File: src/rtl/spi_reg_bridge_pkg.sv
// Shared types and constants for the SPI register bridge.
package spi_reg_bridge_pkg;

  // Frame-level protocol states.
  typedef enum logic [1:0] {
    IDLE   = 2'd0,
    CMD    = 2'd1,
    DATA   = 2'd2,
    STREAM = 2'd3
  } state_e;

  localparam int CMD_W         = 8;
  localparam int CMD_WRITE_BIT = 7;
  localparam int ADDR_W        = 7;
  localparam int SYNC_FF_COUNT = 2;

  // Largest of three widths, used to size the common shift register.
  function automatic int max3(input int a, input int b, input int c);
    int m;
    m = (a > b) ? a : b;
    if (c > m) m = c;
    return m;
  endfunction

endpackage

File: src/rtl/spi_edge_detect.sv
// Turns the synchronized SPI clock into single-cycle sample/launch pulses,
// both gated by an active (low) synchronized chip select.
module spi_edge_detect #(
  parameter bit SAMPLE_FALLING = 1'b1
) (
  input  logic clk_i,
  input  logic rst_i,
  input  logic sclk_i,
  input  logic cs_n_i,
  output logic sample_o,
  output logic launch_o
);

  logic sclk_dly_q;
  logic sclk_dly_d;
  logic sclk_rise;
  logic sclk_fall;

  // One-cycle delayed copy of the synchronized clock.
  always_comb begin
    sclk_dly_d = sclk_i;
  end

  // Delay flop; resets low to match the synchronizer reset level.
  always_ff @(posedge clk_i or posedge rst_i) begin
    if (rst_i) begin
      sclk_dly_q <= 1'b0;
    end else begin
      sclk_dly_q <= sclk_dly_d;
    end
  end

  assign sclk_rise = sclk_i & ~sclk_dly_q;
  assign sclk_fall = ~sclk_i & sclk_dly_q;

  generate
    if (SAMPLE_FALLING) begin : g_sample_fall
      assign sample_o = sclk_fall & ~cs_n_i;
      assign launch_o = sclk_rise & ~cs_n_i;
    end else begin : g_sample_rise
      assign sample_o = sclk_rise & ~cs_n_i;
      assign launch_o = sclk_fall & ~cs_n_i;
    end
  endgenerate

endmodule

File: src/rtl/synchronizer.sv
// Multi-flop synchronizer bringing one asynchronous bit into the clk_i domain.
module synchronizer #(
  parameter int   FF_COUNT  = 2,
  parameter logic RESET_VAL = 1'b0
) (
  input  logic clk_i,
  input  logic rst_ni,
  input  logic d_i,
  output logic q_o
);

  logic [FF_COUNT-1:0] sync_q;
  logic [FF_COUNT-1:0] sync_d;

  // Advance the asynchronous input one stage along the chain.
  always_comb begin
    sync_d = {sync_q[FF_COUNT-2:0], d_i};
  end

  // Chain flops; the reset value keeps the output at the pin's idle level.
  always_ff @(posedge clk_i or negedge rst_ni) begin
    if (!rst_ni) begin
      sync_q <= {FF_COUNT{RESET_VAL}};
    end else begin
      sync_q <= sync_d;
    end
  end

  assign q_o = sync_q[FF_COUNT-1];

endmodule

File: src/rtl/spi_reg_bridge.sv
// SPI slave bridging pin-level SPI to an addressed user register bank
// (write, read-back, burst auto-increment) and an instruction stream port.
module spi_reg_bridge
  import spi_reg_bridge_pkg::*;
#(
  parameter int               DATA_W         = 8,
  parameter int               NUM_REGS       = 4,
  parameter int               INSTR_W        = 8,
  parameter bit               SAMPLE_FALLING = 1'b1,
  parameter logic [DATA_W-1:0] REG_DEFAULT   = '0
) (
  input  logic                         clk_i,
  input  logic                         rst_i,
  input  logic                         spi_sclk_i,
  input  logic                         spi_mosi_i,
  input  logic                         spi_cs_i,
  output logic                         spi_miso_o,
  input  logic                         mode_i,
  output logic [INSTR_W-1:0]           memory_instr_o,
  output logic                         memory_load_o,
  output logic [NUM_REGS*DATA_W-1:0]   user_o,
  output logic [NUM_REGS-1:0]          wr_strobe_o
);

  localparam int SHIFT_W = max3(CMD_W, DATA_W, INSTR_W);
  localparam int CNT_W   = $clog2(SHIFT_W);
  localparam int IDX_W   = (NUM_REGS > 1) ? $clog2(NUM_REGS) : 1;
  localparam int BANK_W  = NUM_REGS * DATA_W;

  localparam logic [CNT_W-1:0] CNT_ONE    = CNT_W'(1);
  localparam logic [CNT_W-1:0] CMD_LAST   = CNT_W'(CMD_W - 1);
  localparam logic [CNT_W-1:0] DATA_LAST  = CNT_W'(DATA_W - 1);
  localparam logic [CNT_W-1:0] INSTR_LAST = CNT_W'(INSTR_W - 1);

  // Index order of the synchronized pins; CS idles high, the rest low.
  localparam logic [3:0] SYNC_RESET = 4'b0100;

  logic       rst_n;
  logic [3:0] async_in;
  logic [3:0] sync_out;
  logic       sclk_sync;
  logic       mosi_sync;
  logic       cs_sync;
  logic       mode_sync;
  logic       sample;
  logic       launch;
  logic       cs_fall;
  logic       cs_rise;

  assign rst_n    = ~rst_i;
  assign async_in = {mode_i, spi_cs_i, spi_mosi_i, spi_sclk_i};

  genvar gi;
  generate
    for (gi = 0; gi < 4; gi++) begin : g_sync
      synchronizer #(
        .FF_COUNT (SYNC_FF_COUNT),
        .RESET_VAL(SYNC_RESET[gi])
      ) u_sync (
        .clk_i (clk_i),
        .rst_ni(rst_n),
        .d_i   (async_in[gi]),
        .q_o   (sync_out[gi])
      );
    end
  endgenerate

  assign sclk_sync = sync_out[0];
  assign mosi_sync = sync_out[1];
  assign cs_sync   = sync_out[2];
  assign mode_sync = sync_out[3];

  spi_edge_detect #(
    .SAMPLE_FALLING(SAMPLE_FALLING)
  ) u_edge (
    .clk_i   (clk_i),
    .rst_i   (rst_i),
    .sclk_i  (sclk_sync),
    .cs_n_i  (cs_sync),
    .sample_o(sample),
    .launch_o(launch)
  );

  state_e               state_q,    state_d;
  logic [CNT_W-1:0]     cnt_q,      cnt_d;
  logic [SHIFT_W-1:0]   shift_q,    shift_d;
  logic [DATA_W-1:0]    rd_shift_q, rd_shift_d;
  logic [ADDR_W-1:0]    addr_q,     addr_d;
  logic                 wr_q,       wr_d;
  logic                 miso_q,     miso_d;
  logic [INSTR_W-1:0]   instr_q,    instr_d;
  logic                 load_q,     load_d;
  logic [NUM_REGS-1:0]  strobe_q,   strobe_d;
  logic [BANK_W-1:0]    user_q,     user_d;
  logic                 cs_prev_q,  cs_prev_d;

  logic [SHIFT_W-1:0]   shift_in;
  logic [ADDR_W-1:0]    cmd_addr;
  logic [ADDR_W-1:0]    addr_next;
  logic [IDX_W-1:0]     addr_idx;
  logic                 addr_ok;

  assign cs_fall   = cs_prev_q & ~cs_sync;
  assign cs_rise   = ~cs_prev_q & cs_sync;
  assign shift_in  = {shift_q[SHIFT_W-2:0], mosi_sync};
  assign cmd_addr  = shift_in[ADDR_W-1:0];
  assign addr_next = addr_q + ADDR_W'(1);
  assign addr_idx  = addr_q[IDX_W-1:0];
  assign addr_ok   = (int'(addr_q) < NUM_REGS);

  // Read-side lookup; addresses outside the bank read as zero.
  function automatic logic [DATA_W-1:0] reg_word(input logic [BANK_W-1:0] bank,
                                                 input logic [ADDR_W-1:0] a);
    logic [DATA_W-1:0] w;
    w = '0;
    if (int'(a) < NUM_REGS) begin
      w = bank[int'(a)*DATA_W +: DATA_W];
    end
    return w;
  endfunction

  // Frame decoder: next state, shifting, register commits and output pulses.
  // The frame mode is captured by the IDLE exit branch and is not revisited.
  always_comb begin
    state_d    = state_q;
    cnt_d      = cnt_q;
    shift_d    = shift_q;
    rd_shift_d = rd_shift_q;
    addr_d     = addr_q;
    wr_d       = wr_q;
    miso_d     = miso_q;
    instr_d    = instr_q;
    load_d     = 1'b0;
    strobe_d   = '0;
    user_d     = user_q;
    cs_prev_d  = cs_sync;

    if (cs_rise) begin
      // End of frame wins over any coincident sample; partial words are lost.
      state_d = IDLE;
      cnt_d   = '0;
    end else begin
      case (state_q)
        IDLE: begin
          if (cs_fall) begin
            state_d = mode_sync ? STREAM : CMD;
            cnt_d   = '0;
            shift_d = '0;
          end
        end

        CMD: begin
          if (launch) begin
            miso_d = 1'b0;
          end
          if (sample) begin
            shift_d = shift_in;
            if (cnt_q == CMD_LAST) begin
              cnt_d      = '0;
              state_d    = DATA;
              wr_d       = shift_in[CMD_WRITE_BIT];
              addr_d     = cmd_addr;
              rd_shift_d = reg_word(user_q, cmd_addr);
              shift_d    = '0;
            end else begin
              cnt_d = cnt_q + CNT_ONE;
            end
          end
        end

        DATA: begin
          if (launch) begin
            if (wr_q) begin
              miso_d = shift_q[DATA_W-1];
            end else begin
              miso_d     = rd_shift_q[DATA_W-1];
              rd_shift_d = {rd_shift_q[DATA_W-2:0], 1'b0};
            end
          end
          if (sample) begin
            shift_d = shift_in;
            if (cnt_q == DATA_LAST) begin
              cnt_d = '0;
              if (wr_q && addr_ok) begin
                user_d[int'(addr_idx)*DATA_W +: DATA_W] = shift_in[DATA_W-1:0];
                strobe_d[addr_idx] = 1'b1;
              end
              addr_d     = addr_next;
              rd_shift_d = reg_word(user_q, addr_next);
            end else begin
              cnt_d = cnt_q + CNT_ONE;
            end
          end
        end

        STREAM: begin
          if (launch) begin
            miso_d = shift_q[INSTR_W-1];
          end
          if (sample) begin
            shift_d = shift_in;
            if (cnt_q == INSTR_LAST) begin
              cnt_d   = '0;
              instr_d = shift_in[INSTR_W-1:0];
              load_d  = 1'b1;
            end else begin
              cnt_d = cnt_q + CNT_ONE;
            end
          end
        end

        default: begin
          state_d = IDLE;
        end
      endcase
    end
  end

  // All protocol state, the register bank and the registered outputs.
  always_ff @(posedge clk_i or posedge rst_i) begin
    if (rst_i) begin
      state_q    <= IDLE;
      cnt_q      <= '0;
      shift_q    <= '0;
      rd_shift_q <= '0;
      addr_q     <= '0;
      wr_q       <= 1'b0;
      miso_q     <= 1'b0;
      instr_q    <= '0;
      load_q     <= 1'b0;
      strobe_q   <= '0;
      user_q     <= {NUM_REGS{REG_DEFAULT}};
      cs_prev_q  <= 1'b1;
    end else begin
      state_q    <= state_d;
      cnt_q      <= cnt_d;
      shift_q    <= shift_d;
      rd_shift_q <= rd_shift_d;
      addr_q     <= addr_d;
      wr_q       <= wr_d;
      miso_q     <= miso_d;
      instr_q    <= instr_d;
      load_q     <= load_d;
      strobe_q   <= strobe_d;
      user_q     <= user_d;
      cs_prev_q  <= cs_prev_d;
    end
  end

  assign spi_miso_o     = miso_q;
  assign memory_instr_o = instr_q;
  assign memory_load_o  = load_q;
  assign user_o         = user_q;
  assign wr_strobe_o    = strobe_q;

endmodule

File: config.mk
export PLATFORM = sky130hd
export DESIGN_NAME = spi_reg_bridge
export DESIGN_NICKNAME = d
export VERILOG_FILES = /design/src/rtl/spi_reg_bridge_pkg.sv /design/src/rtl/spi_edge_detect.sv /design/src/rtl/synchronizer.sv /design/src/rtl/spi_reg_bridge.sv
export SDC_FILE = /design/constraint.sdc
export NUM_CORES = 1
export LEC_CHECK = 0
export BUFFER_PORTS_ARGS = -buffer_cell sky130_fd_sc_hd__buf_2
export CAP_MARGIN = 25
export CORE_UTILIZATION = 34
export DETAILED_ROUTE_END_ITERATION = 10
export PLACE_DENSITY = 0.6
export SKIP_CTS_REPAIR_TIMING = 1
export SYNTH_ARGS = -nofsm -noshare
export SYNTH_HDL_FRONTEND = slang
export SYNTH_SLANG_ARGS = --single-unit
File: constraint.sdc
create_clock -name clk_i -period 5.4 [get_ports clk_i]
set_input_delay 0.54 -clock clk_i [delete_from_list [all_inputs] [get_ports clk_i]]
set_output_delay 0.54 -clock clk_i [all_outputs]
set_load 0.03 [all_outputs]
# After elaboration in Yosys (flattened, before gate mapping)
# Index checks and enable logic that the tools add are counted.
word_totals:
  word_cells: 121
  input_bits: 6
  output_inout_bits: 46
  reg_bits: 85
op_classes:
  addsub: 3
  n_shift: 4
  bitwise: 11
  eq_ne: 17
  mux: 47
  reduce_logical: 17
  order_cmp: 5
op_table:
  columns: ["op", "n"]
  rows:
  - ["$mux 8", 12]
  - ["$shiftx 32x11->8", 2]
  - ["$neg 5->33", 1]
  - ["$shift 8x33->32 const A", 1]
  - ["$shiftx 8x33->32", 1]
  - ["$bwmux 32", 1]
  - ["$mux 7", 4]
  - ["$pmux 8 s3", 1]
  - ["$lt 7x3->1 const B", 3]
  - ["$mux 4", 5]
  - ["$reduce_and 4->1", 5]
  - ["$ne 2x2->1 const B", 8]
  - ["$pmux 8 s2", 1]
  - ["$pmux 7 s2", 1]
  - ["$mux 3", 4]
  - ["$mux 2", 5]
  - ["$reduce_and 5->1", 2]
  - ["$mux 1", 9]
  - ["$ne 3x3->1 const B", 3]
  - ["$add 7x1->7 const B", 1]
  - ["$and 1x1->1", 6]
  - ["$pmux 3 s2", 1]
  - ["$reduce_and 6->1", 1]
  - ["$reduce_bool 3->1", 2]
  - ["18 further kinds", 24]

# Longest topological paths before layout
logic_depth:
  depth_word: 9
  depth_mapped: 8
  ltp_nobuf: 7

# By module
# From an unflattened synthesis, not the netlist that was laid out.
hier_totals:
  hier_cells: 425
  hier_area_um2: 4443.0
modules_own_cells:
  columns: ["module", "area_per_inst_um2", "instances", "seq_area_each_um2", "cells_each"]
  rows:
  - ["spi_reg_bridge", 4196.5, 1, 1903.1, 413]
  - ["synchronizer at g_sync[0].u_sync ...", 50.0, 3, 50.0, 2]
  - ["synchronizer at g_sync[2].u_sync", 52.6, 1, 52.6, 2]
  - ["spi_edge_detect", 43.8, 1, 25.0, 4]

# Worst setup path before layout
# Ideal clock, no wire load.
synth_path:
  path_kind: "register to register"
  startpoint: "reg addr_q[0]"
  endpoint: "reg rd_shift_q[0]"
  arrival_ps: 1979
  synth_period_minus_slack_ps: 2117
  path_stages_with_launch: 7
  setup_time_ps: 138
  setup_slack_ps: 3283
  n_path_buf: 1
  required_time_ps: 5262
  cell_sequence: "dfrtp_1 -> inv_1 -> ha_1 -> buf_2 -> mux4_2 -> a21oi_1 -> o22ai_1"
synth_between:
  elab_chain_len: 6
  word_cells_on_any_way: 7
  cone_classes: "add/sub: 1; order compare: 1; shift: 1; mux: 4"
synth_lines:
  columns: ["element", "line_no", "rtl"]
  rows:
  - ["start, declared", "spi_reg_bridge.sv:88", "logic [ADDR_W-1:0] addr_q, addr_d;"]
  - ["start signal, assigned", "spi_reg_bridge.sv:239", "addr_q <= addr_d;"]
  - ["$add 7x1->7 *", "spi_reg_bridge.sv:107", "assign addr_next = addr_q + ADDR_W'(1);"]
  - ["$shiftx 32x11->8 / $lt 7x3->1 (equally long branches)", "spi_reg_bridge.sv:117, spi_reg_bridge.sv:116", null]
  - ["$mux 8 *", "spi_reg_bridge.sv:116", "if (int'(a) < NUM_REGS) begin"]
  - ["$mux 8 *", "spi_reg_bridge.sv:182", "if (cnt_q == DATA_LAST) begin"]
  - ["$mux 8 *", "spi_reg_bridge.sv:180", "if (sample) begin"]
  - ["$pmux 8 s2 *", "spi_reg_bridge.sv:143", "case (state_q)"]
  - ["end signal, assigned", "spi_reg_bridge.sv:238", "rd_shift_q <= rd_shift_d;"]
  - ["end, declared", "spi_reg_bridge.sv:87", "logic [DATA_W-1:0] rd_shift_q, rd_shift_d;"]
# Every way passes the cells marked *; elsewhere a longest branch is shown, timed or not.
# A chain may end at the register's enable or synchronous reset.

# Worst setup path in the final report
layout_path:
  startpoint: "reg addr_q[0]"
  endpoint: "reg user_q[21] (netlist: user_o[21])"
layout_between:
  elab_chain_len: 3
  word_cells_on_any_way: 7
  cone_classes: "add/sub: 1; order compare: 1; shift: 2; mux: 1; reduce/logical: 2"
layout_lines:
  columns: ["element", "line_no", "rtl"]
  rows:
  - ["$neg 5->33 / $lt 7x3->1 (equally long branches)", "spi_reg_bridge.sv:185, spi_reg_bridge.sv:109", null]
  - ["$shiftx 8x33->32 (tied with other cells)", "spi_reg_bridge.sv:185", "user_d[int'(addr_idx)*DATA_W +: DATA_W] = shift_in[DATA_W-1:0];"]
  - ["$bwmux 32 / $reduce_and 5->1 (equally long branches)", null, null]
  - ["end signal, assigned", "spi_reg_bridge.sv:232", "user_q <= {NUM_REGS{REG_DEFAULT}};"]
  - ["end signal, assigned", "spi_reg_bridge.sv:245", "user_q <= user_d;"]
  - ["end, declared", "spi_reg_bridge.sv:94", "logic [BANK_W-1:0] user_q, user_d;"]
# Several ways; a longest one is shown, not always the timed one.

==> results_dict.tcl <==
set metrics [dict create \
    start_util_pct 35.42 \
    cts.path.max_buffers 2 \
    cpMaxStageDelayCell "nor3b_1" \
    grt_pass1_vias 3155 \
    clock_latency_ps 340 \
    final-setup-viol-count 0 \
    synth.avg_cell_area_sq_um 10.02 \
    cts_tree "built" \
    syn-cell-area_sq_um 4308 \
    grt.total_usage_pct 17.39 \
    slew_headroom_pct 31.13 \
    async_flop_share_pct 100.0 \
    cts_buffers 9 \
    p_leak_nw 2.211 \
    worstSetupStartpointType "register" \
    port_buffers 51 \
    fin_skew_ps 7.296 \
    hold_viol_final 0 \
    syn-num-nets 446 \
    ys_ff_latch 85 \
    die_x_um 114.6 \
    fin_crit_ps 3010 \
    final_core_util_pct 40.91 \
    post-route-period-util_pct 55.74 \
    clkTransAtPathRegs_ps 70 \
    grt_antenna_before_repair 0 \
    powerDensity_nw_per_um2 320.5 \
    gp_congestion 0.8030 \
    ios 52 \
    row_count 40 \
    cp.required_ps 5650 \
    wl_per_cell_um 16.44 \
    first_iter_violations 226 \
    clock-sinks 85 \
    grt_pass1_wl_mm 17.25 \
    syn2layout_area_growth_pct 15.48 \
    synth_edf_count 0 \
    timing.fmax_mhz 332.3 \
    die-height_um 114.6 \
    synth_warnings 0 \
    viasPerCell 5.213 \
    synthDistinctLibCells 48 \
    remaining_drc_errors 0 \
    ys.flop_type "dfrtp_1" \
    fin_area_sq_um 4975 \
    status "completed" \
    ant_nets 0 \
    dpl.hpwl_mm 7.547 \
    max_stage_delay_ps 870 \
    slew_violations 0 \
    n_antenna_cell 0 \
    grt_setup_unrepaired "false" \
    synth_cells 430 \
    grt_overflow_total 0 \
    post_dp_cell_area_sq_um 4691 \
    drive_above_1_share_pct 23.16 \
    die_area_sq_um 13120 \
    vias 3352 \
    root_buffer "clkbuf_16" \
    finalNetCount 486 \
    synth_seq_area_share_pct 49.46 \
    cap_violations 0 \
    crit_path_cell_trace "inv_1 > ha_1 > nor3b_1 > nand2_1 > o21ai_0" \
    crit_arrival_ps 3260 \
    worstSetupPathType "register to register" \
    wirelength_mm 10.57 \
    whs_ps 129.9 \
    crit_path_max_fanout 18 \
    core_sq_um 12160 \
    hold_path.class "input port to async pin" \
    dr.pass1.iters 4 \
    htree_levels 3 \
    tightest_slew_ps 1033 \
    ir_drop_mv 0.1445 \
    tns_ps 0 \
    grt_max_degree 72 \
    end_kind "register" \
]
[per-layer routing]
| layer | wire (um) | GRT usage (%) | vias to the layer above |
|---|---|---|---|
| met1 | 4899 | 25.47 | 1632 |
| li1 | - | - | 1603 |
| met2 | 4801 | 25.54 | 99 |
| met5 | 0 | 0 | - |
| met4 | 230 | 6.407 | 0 |
| met3 | 639 | 3.229 | 18 |
[kinds of logic (layout without fill, tap and decap cells)]
kind of cell,Yosys count,count (layout),share of synthesized area [%]
mux,34,34,12.87
fa+ha+maj,10,10,2.904
flops,85,85,49.46
buf+inv,47,92,4.298
compound gates,100,100,13.51
simple gates,153,153,16.76
xor+xnor,1,1,0.2033
[metrics by stage]
step           instances  power (W)  setup WS, ps
2_1_floorplan        430  0.0009443          2671
3_3_place_gp         625   0.001021          2289
3_5_place_dp         626   0.001024          2399
4_1_cts              642   0.001609          2379
5_1_grt              643   0.001673          2109
6_report             643   0.001595          2390
[final timing paths]
path                                              endpoint  cells after the start  slack, ps                  startpoint
worst max register to register                  user_o[21]                      5       2390                   addr_q[0]
max in group asynchronous                       user_o[14]                      3       4090                       rst_i
worst max-delay path                            user_o[21]                      5       2390                   addr_q[0]
worst min-delay path                             user_o[0]                      2        130                       rst_i
worst min register to register  g_sync[0].u_sync.sync_q[1]                      0        350  g_sync[0].u_sync.sync_q[0]
min in group clk_i              g_sync[2].u_sync.sync_q[0]                      1        300                    spi_cs_i
[sequential cells by signal (all words and copies together) (netlist names)]
register and count:
u_edge.sclk_dly_q 1, rd_shift_q 8, g_sync.u_sync.sync_q 8, state_q 2, wr_strobe_o 4, user_o 32
memory_load_o 1, cs_prev_q 1, shift_q 8, wr_q 1, memory_instr_o 8, addr_q 7
cnt_q 3, spi_miso_o 1
[layout make-up]
cell class	count	area (sq um)
clock buffers	9	225.2
clock inverters	7	51.30
fillers	1197	7187
inverters	22	83.83
multi-input cells	298	1998
flip-flops and latches	85	2131
well taps	168	210.2
repair buffers	54	275.3
[cells in the final DEF, fill, tap and decap left out, types with 2 or more instances in the layout]
cell,instances
nor2b_1,3
nand4_1,4
o21ai_0,51
nor2_1,16
dfstp_2,3
a21oi_1,17
a21o_1,2
clkinv_4,2
mux2i_1,7
ha_1,10
inv_1,21
mux4_2,16
o22ai_1,8
dfrtp_1,82
o21ai_1,5
a22o_1,4
nand3_1,17
mux2_2,11
clkinvlp_4,2
a2bb2oi_1,2
clkbuf_16,9
or3b_2,2
clkinv_2,3
and3_1,4
nor3b_1,4
o211ai_1,3
buf_2,52
nand2_1,88
or4_1,3
[cell usage after synthesis, types with 2 or more instances]
cell type	count	area [sq um]
a21o_1	2	15.01
a21oi_1	17	85.08
a22o_1	4	35.03
a2bb2oi_1	2	17.52
and3_1	4	25.02
buf_1	3	11.26
buf_2	7	35.03
clkbuf_1	15	56.30
dfrtp_1	82	2052
dfstp_2	3	78.83
ha_1	10	125.1
inv_1	22	82.58
mux2_2	11	123.9
mux2i_1	7	70.07
mux4_2	16	360.4
nand2_1	88	330.3
nand3_1	17	85.08
nand4_1	4	25.02
nor2_1	16	60.06
nor2b_1	3	18.77
nor3b_1	4	30.03
o211ai_1	3	22.52
o21ai_0	51	255.2
o21ai_1	5	25.02
o22ai_1	8	50.05
or3b_2	2	17.52
or4_1	3	22.52
[where the power goes]
part	internal, W	total [W]	leakage [nW]	switching (W)
sequential	0.000669	0.000768	1.16	0.0000983
combinational	0.0000808	0.000247	0.924	0.000167
clock	0.000313	0.000580	0.132	0.000266
total	0.00106	0.00159	2.21	0.000531
[worst max-delay path: cells and delay by family, from the launching register on]
family	cells	cell delay, ps
buf+inv	1	270
compound gates	1	170
flops	1	750
fa+ha+maj	1	730
simple gates	2	1000
Note: power is estimated with default switching activity, not from simulation.
